$ cat src/rtl/motion_decoder.sv
// Turns the signed vertical-acceleration sample stream into jump pulses (with height) and a run level/speed.
// Optional MOTION_SPEED_SMOOTH_EN averages each new run speed with the previous one.
module motion_decoder #(
   parameter int SAMPLE_W      = 16,
   parameter int JUMP_THRESH   = 4000,
   parameter int HEIGHT_SHIFT  = 4,
   parameter int MAX_RISE      = 64,
   parameter int COOLDOWN      = 8,
   parameter int STEP_THRESH   = 1500,
   parameter int STEP_HYST     = 500,
   parameter int WIN_FRAMES    = 30,
   parameter int SPEED_SCALE   = 64,
   parameter int RUN_MIN_STEPS = 2
) (
   input  logic                i_clk_pix,
   input  logic                i_rst_n,
   input  logic                i_sample_valid,
   input  logic [SAMPLE_W-1:0] i_sample,
   input  logic                i_frame,
   output logic                o_jump,
   output logic [SAMPLE_W-1:0] o_jump_height,
   output logic                o_run,
   output logic [15:0]         o_run_speed
);

   localparam int unsigned RISE_W  = $clog2(MAX_RISE + 1);
   localparam int unsigned COOL_W  = $clog2(COOLDOWN + 1);
   localparam int unsigned FRAME_W = $clog2(WIN_FRAMES);
   localparam int unsigned STEP_W  = 8;
   localparam int unsigned SPEED_W = 16;
   localparam int unsigned PROD_W  = STEP_W + SPEED_W;

   localparam logic signed [SAMPLE_W-1:0] JUMP_LVL  = SAMPLE_W'(JUMP_THRESH);
   localparam logic signed [SAMPLE_W-1:0] STEP_LVL  = SAMPLE_W'(STEP_THRESH);
   localparam logic signed [SAMPLE_W-1:0] REARM_LVL = SAMPLE_W'(STEP_THRESH - STEP_HYST);

   typedef enum logic [1:0] {IDLE = 2'd0, RISE = 2'd1, COOL = 2'd2} state_t;

   state_t                     state, state_nxt;
   logic signed [SAMPLE_W-1:0] smp;
   logic signed [SAMPLE_W-1:0] peak;
   logic [RISE_W-1:0]          rise_cnt;
   logic [COOL_W-1:0]          cool_cnt;
   logic [STEP_W-1:0]          steps;
   logic                       armed;
   logic [FRAME_W-1:0]         frame_cnt;

   logic                       ge_jump;
   logic [RISE_W-1:0]          rise_inc;
   logic                       jump_fire_c;
   logic [SAMPLE_W-1:0]        height_c;
   logic                       step_hit_c;
   logic                       win_end_c;
   logic                       run_c;
   logic [PROD_W-1:0]          prod_c;
   logic [SPEED_W-1:0]         new_speed_c;
   logic [SPEED_W-1:0]         speed_nxt_c;
   logic [SPEED_W:0]           sum_c;

   assign smp      = i_sample;
   assign ge_jump  = (smp >= JUMP_LVL);
   assign rise_inc = rise_cnt + RISE_W'(1);

   // State register
   always_ff @(posedge i_clk_pix) begin
      if (!i_rst_n) state <= IDLE;
      else          state <= state_nxt;
   end

   // Next-state logic; the FSM only moves on accepted samples
   always_comb begin
      state_nxt = state;
      if (i_sample_valid) begin
         case (state)
            IDLE:    if (ge_jump) state_nxt = RISE;
            RISE:    if (!ge_jump || rise_inc == RISE_W'(MAX_RISE)) state_nxt = COOL;
            COOL:    if (cool_cnt <= COOL_W'(1)) state_nxt = IDLE;
            default: state_nxt = IDLE;
         endcase
      end
   end

   // Output decode: jump termination, step detection and window-end results
   always_comb begin
      jump_fire_c = i_sample_valid && (state == RISE) && !ge_jump;
      height_c    = SAMPLE_W'(peak - JUMP_LVL) >> HEIGHT_SHIFT;
      step_hit_c  = i_sample_valid && (state == IDLE) && armed &&
                    (smp >= STEP_LVL) && !ge_jump;
      win_end_c   = i_frame && (frame_cnt == FRAME_W'(WIN_FRAMES - 1));
      run_c       = (steps >= STEP_W'(RUN_MIN_STEPS));
      prod_c      = PROD_W'(steps) * PROD_W'(SPEED_SCALE);
      new_speed_c = '0;
      if (run_c)
         new_speed_c = (prod_c > PROD_W'(16'hFFFF)) ? 16'hFFFF : SPEED_W'(prod_c);
      sum_c       = (SPEED_W+1)'(o_run_speed) + (SPEED_W+1)'(new_speed_c);
`ifdef MOTION_SPEED_SMOOTH_EN
      speed_nxt_c = SPEED_W'(sum_c >> 1);
`else
      speed_nxt_c = new_speed_c;
`endif
   end

   // Jump datapath: peak tracking, rise length and cooldown counters
   always_ff @(posedge i_clk_pix) begin
      if (!i_rst_n) begin
         peak     <= '0;
         rise_cnt <= '0;
         cool_cnt <= '0;
      end else if (i_sample_valid) begin
         case (state)
            IDLE: if (ge_jump) begin
               peak     <= smp;
               rise_cnt <= RISE_W'(1);
            end
            RISE: begin
               if (ge_jump) begin
                  rise_cnt <= rise_inc;
                  if (smp > peak) peak <= smp;
               end
               if (state_nxt == COOL) cool_cnt <= COOL_W'(COOLDOWN);
            end
            COOL:    if (cool_cnt != '0) cool_cnt <= cool_cnt - COOL_W'(1);
            default: ;
         endcase
      end
   end

   // Step counting with hysteresis; a step on the window-end cycle opens the new window
   always_ff @(posedge i_clk_pix) begin
      if (!i_rst_n) begin
         steps     <= '0;
         armed     <= 1'b1;
         frame_cnt <= '0;
      end else begin
         if (i_sample_valid && smp < REARM_LVL) armed <= 1'b1;
         else if (step_hit_c)                   armed <= 1'b0;

         if (win_end_c)                     steps <= step_hit_c ? STEP_W'(1) : '0;
         else if (step_hit_c && steps != '1) steps <= steps + STEP_W'(1);

         if (win_end_c)    frame_cnt <= '0;
         else if (i_frame) frame_cnt <= frame_cnt + FRAME_W'(1);
      end
   end

   // Registered outputs
   always_ff @(posedge i_clk_pix) begin
      if (!i_rst_n) begin
         o_jump        <= 1'b0;
         o_jump_height <= '0;
         o_run         <= 1'b0;
         o_run_speed   <= '0;
      end else begin
         o_jump <= jump_fire_c;
         if (jump_fire_c) o_jump_height <= height_c;
         if (win_end_c) begin
            o_run       <= run_c;
            o_run_speed <= speed_nxt_c;
         end
      end
   end

endmodule
$ cat config.mk
export PLATFORM = sky130hd
export DESIGN_NAME = motion_decoder
export DESIGN_NICKNAME = d
export VERILOG_FILES = /design/src/rtl/motion_decoder.sv
export SDC_FILE = /design/constraint.sdc
export NUM_CORES = 1
export LEC_CHECK = 0
export CAP_MARGIN = 10
export CORE_UTILIZATION = 58
export CTS_CLUSTER_DIAMETER = 60
export DETAILED_ROUTE_END_ITERATION = 10
export GPL_TIMING_DRIVEN = 0
export PLACE_DENSITY = 0.85
export SYNTH_ARGS = -nofsm -noshare
export SYNTH_HDL_FRONTEND = slang
export SYNTH_SLANG_ARGS = --single-unit
$ cat constraint.sdc
create_clock -name i_clk_pix -period 6.6 [get_ports i_clk_pix]
set_input_delay 0.99 -clock i_clk_pix [delete_from_list [all_inputs] [get_ports i_clk_pix]]
set_output_delay 0.99 -clock i_clk_pix [all_outputs]
set_load 0.05 [all_outputs]
==> results.txt <==
- Cells with a size suffix above 1 make up 7.07% of the layout.
- In this run, CTS created clock tree buffers numbering 9.
- WS Path Type: primary input to register
* Gp weighted congestion: 0.883
* Max_slew headroom: 30.2%
- Unrepaired setup endpoints after global routing: no
- Initial core utilization: 59.8%
- Gate count after technology mapping: 417
* Post-synthesis register bit count: 65
- The worst setup path is captured at a register.
* Number of detailed-routing iterations run before antenna repair: 5
- Post-cts repair resize count: 0
- The number of antenna diodes in the final layout is 0.
- The flow ran to the end, and the final reports show no timing, DRC or antenna violations.
* Nets: 526
- Min Clock Period, post-route: 3.48 ns
* Adder and majority gate portion of the synthesized area: between 9 and 10%
- Final ANT Viol Nets: 0
- Ratio of total power to cell area: 200 mW/mm²
* Clock tree from TritonCTS: built
* CP max-delay cell: sky130_fd_sc_hd__clkdlybuf4s50_1
- Largest fanout on the critical path: 10
- After floorplanning, the core was divided into 28 placement rows.
* Leading register cell type out of synthesis: sky130_fd_sc_hd__dfxtp_1
* CTS root buffer: sky130_fd_sc_hd__clkbuf_8
- Number of antenna violations at the first check in global routing: 0
- After routing, the total negative slack on setup checks comes to 0 ns.
* Maximum level of the CTS H-tree: 3
- Final-layout worst hold slack: approximately 0.47 ns
* Number of design rule violations left after detail routing: 0
* CP Launch Type: primary input
* Final setup vio count: 0
- Entering global routing, the biggest net connects 11 pins.
* Detailed Route Iter0 Violations: 153
- Aggregate global routing overflow: 0
- In the synthesized netlist, mux cells make up 3.11% of the area.
- Hold-fix buffers at CTS: 0
* DR vias/cell: between 5 and 6
- The library cell used most frequently in the layout, excluding fill and tap cells, is sky130_fd_sc_hd__dfxtp_1.
* Async set-reset flop share out of synthesis: 0%
- Number of flops mapped to enable cells by yosys: 0
* Critical path cell sequence: clkdlybuf4s50_1 -> nand4b_1 -> o22ai_1 -> buf_2 -> o211a_1 -> o21ai_0 -> a31oi_1 -> clkbuf_1 -> nand3_1 -> o31ai_1
* Die extent in y: 80.1 µm
- The path class of the tightest hold or removal check is register to register.
* Count of pins on the block boundary: 54
- Summing the areas of all xor and xnor instances in the mapped netlist gives 4.20% of the synthesized area.
- Across the routed clock network, the largest skew measured is 0.00587 ns.
- GRT Total Usage: between 20 and 30%
- Detailed-route via count: 3226
- Highest Clock Rate: 0.287 GHz
* Reported max-cap violation count: 0
- After Yosys synthesis, and, or, nand and nor cells account for 20.4% of the synthesized area.
- For the worst setup path, the data arrival time is 3.74 ns.
* Seq/Total Area, Yosys: 36.7%
- In the finished design, the share of the clock period the worst path needs comes to 52.7%.
* Data required, critical path: 6.86 ns
- Estimated wirelength of the detail-placed design: approximately 6000 µm
* Cell area after synthesis: 0.00354 mm²
- Die width: 80.1 µm
* Routed WL per cell: 14.6 µm
- Transition time at the pin with the least slew margin: roughly 1.0 ns
* Smallest setup slack after layout: 3.12 ns
- Sink Count: 65
* Largest family of logic cells by synthesized area: simple AND/OR/NAND/NOR gates
* Vias in the first global route: 2986
- Synth cell types: 55
- The final count of hold timing violations came to 0.
* Overall routed net length: ~8100 µm
- After clock tree synthesis, the clock-pin slew on the worst setup and hold paths is roughly 0.07 ns.
- Top cell family by delay on the critical path: buffers and inverters
* Leakage power summed over all cells: roughly 1.6 nW
- Worst Path Buf+Inv: 3
* Max clock buf depth: 2
* Number of pins exceeding their max-slew limit in the final report: 0
- Mean instance size in the synthesized netlist: approximately 8.5 µm²
- After clock tree synthesis, the setup repair step added 0 buffers.
- Number of port buffers: 39
* Count of warnings emitted by yosys: 0
- The library cells used most frequently in the layout, excluding fill and tap cells, are 65 x sky130_fd_sc_hd__dfxtp_1, 44 x sky130_fd_sc_hd__nor2_1, 39 x sky130_fd_sc_hd__clkdlybuf4s50_1.
- OpenSTA, run right after detailed placement, puts the worst setup slack at 2.82 ns.
* Largest voltage drop on the vdd net: 0.152 mV
* Area of the die: between 0.006 and 0.007 mm²
- The core region is 0.00592 mm².
- Filler instances: 489
- For the worst-skew pair, the clock arrives at the later sink with an insertion delay of about 0.35 ns.
* Relative area change from synthesis to final layout: 19.1%
- The synthesized netlist devotes 17.9% of its cell area to compound gates.
* Design Area, Final: around 0.0042 mm²
- Placed Area: 0.00407 mm²
- Wire length of the first global-routing pass: roughly 13000 µm
- In this design, the stage delay of the slowest critical-path cell is slightly above 0.5 ns.
## per-stage QoR
stage	std cells	power, mW	util (%)
2_1_floorplan	428	0.526	-
3_3_place_gp	542	0.565	68.7
3_5_place_dp	542	0.570	68.7
4_1_cts	556	0.848	71.2
5_1_grt	556	0.881	71.2
6_report	556	0.845	71.2
## sequential cells by signal, indices dropped and copies added (netlist names), 2 cells and up
name,flops
o_jump_height,12
cool_cnt,4
peak,16
o_run_speed,8
steps,8
state,2
rise_cnt,7
frame_cnt,5
## cells in the mapped netlist, drive strengths merged (2+ instances only)
library cell	n	area, µm²
a211oi	13	97.6
a21o	8	60.1
a21oi	14	70.1
a31o	2	17.5
a31oi	2	12.5
and3	8	55.1
buf	14	98.8
clkbuf	15	56.3
dfxtp	65	1300
ha	28	350
inv	31	116
mux2i	11	110
nand2	25	93.8
nand2b	2	12.5
nand3	23	115
nand4	9	56.3
nand4b	4	35.0
nor2	44	165
nor2b	3	18.8
nor3	17	85.1
nor4	5	31.3
o211ai	5	37.5
o21a	2	15.0
o21ai	10	50.1
o22ai	2	12.5
o311ai	3	33.8
o31ai	14	105
xnor2	10	87.6
xor2	7	61.3
## cell type report
type	count	area (µm²)	share of cell area [%]
Clock buffer	10	128	3.03
Timing Repair Buffer	39	390	9.26
Sequential cell	65	1300	30.9
Multi-Input combinational cell	303	2010	47.7
Tap cell	75	93.8	2.23
Buffer	29	155	3.68
Clock inverter	4	22.5	0.534
Inverter	31	116	2.76
## where the power goes
part           total (mW)  switching, mW  internal [mW]
Clock               0.281          0.151          0.130
Combinational       0.149         0.0923         0.0563
Sequential          0.415         0.0107          0.405
## metal layers
layer  routed length (µm)  vias to the layer above  global-route usage (%)
met1                 3590                     1513                    32.2
met4                  224                        0                    13.9
met3                  382                       19                    6.25
met5                    0                        -                       0
li1                     -                     1606                       -
met2                 3910                       88                    44.8
## kinds of logic (layout without fill, tap and decap cells)
family,Yosys count,in the layout
mux,11,11
other cells,1,12
flops,65,65
buf+inv,60,113
compound gates,88,88
simple gates,147,147
xor+xnor,17,17
fa+ha+maj,28,28
## worst paths after layout
check | startpoint | end | slack, ns | depth (start not counted)
worst min register to register | peak[5]$_SDFFE_PN0P_ | o_jump_height[1]$_SDFFE_PN0P_ | 0.47 | 1
worst max register to register | cool_cnt[0]$_SDFFE_PN0P_ | cool_cnt[3]$_SDFFE_PN0P_ | 4.05 | 9
worst min-delay path | peak[5]$_SDFFE_PN0P_ | o_jump_height[1]$_SDFFE_PN0P_ | 0.47 | 1
worst max-delay path | i_sample[15] | peak[3]$_SDFFE_PN0P_ | 3.12 | 10
(Power assumes the default switching activity.)
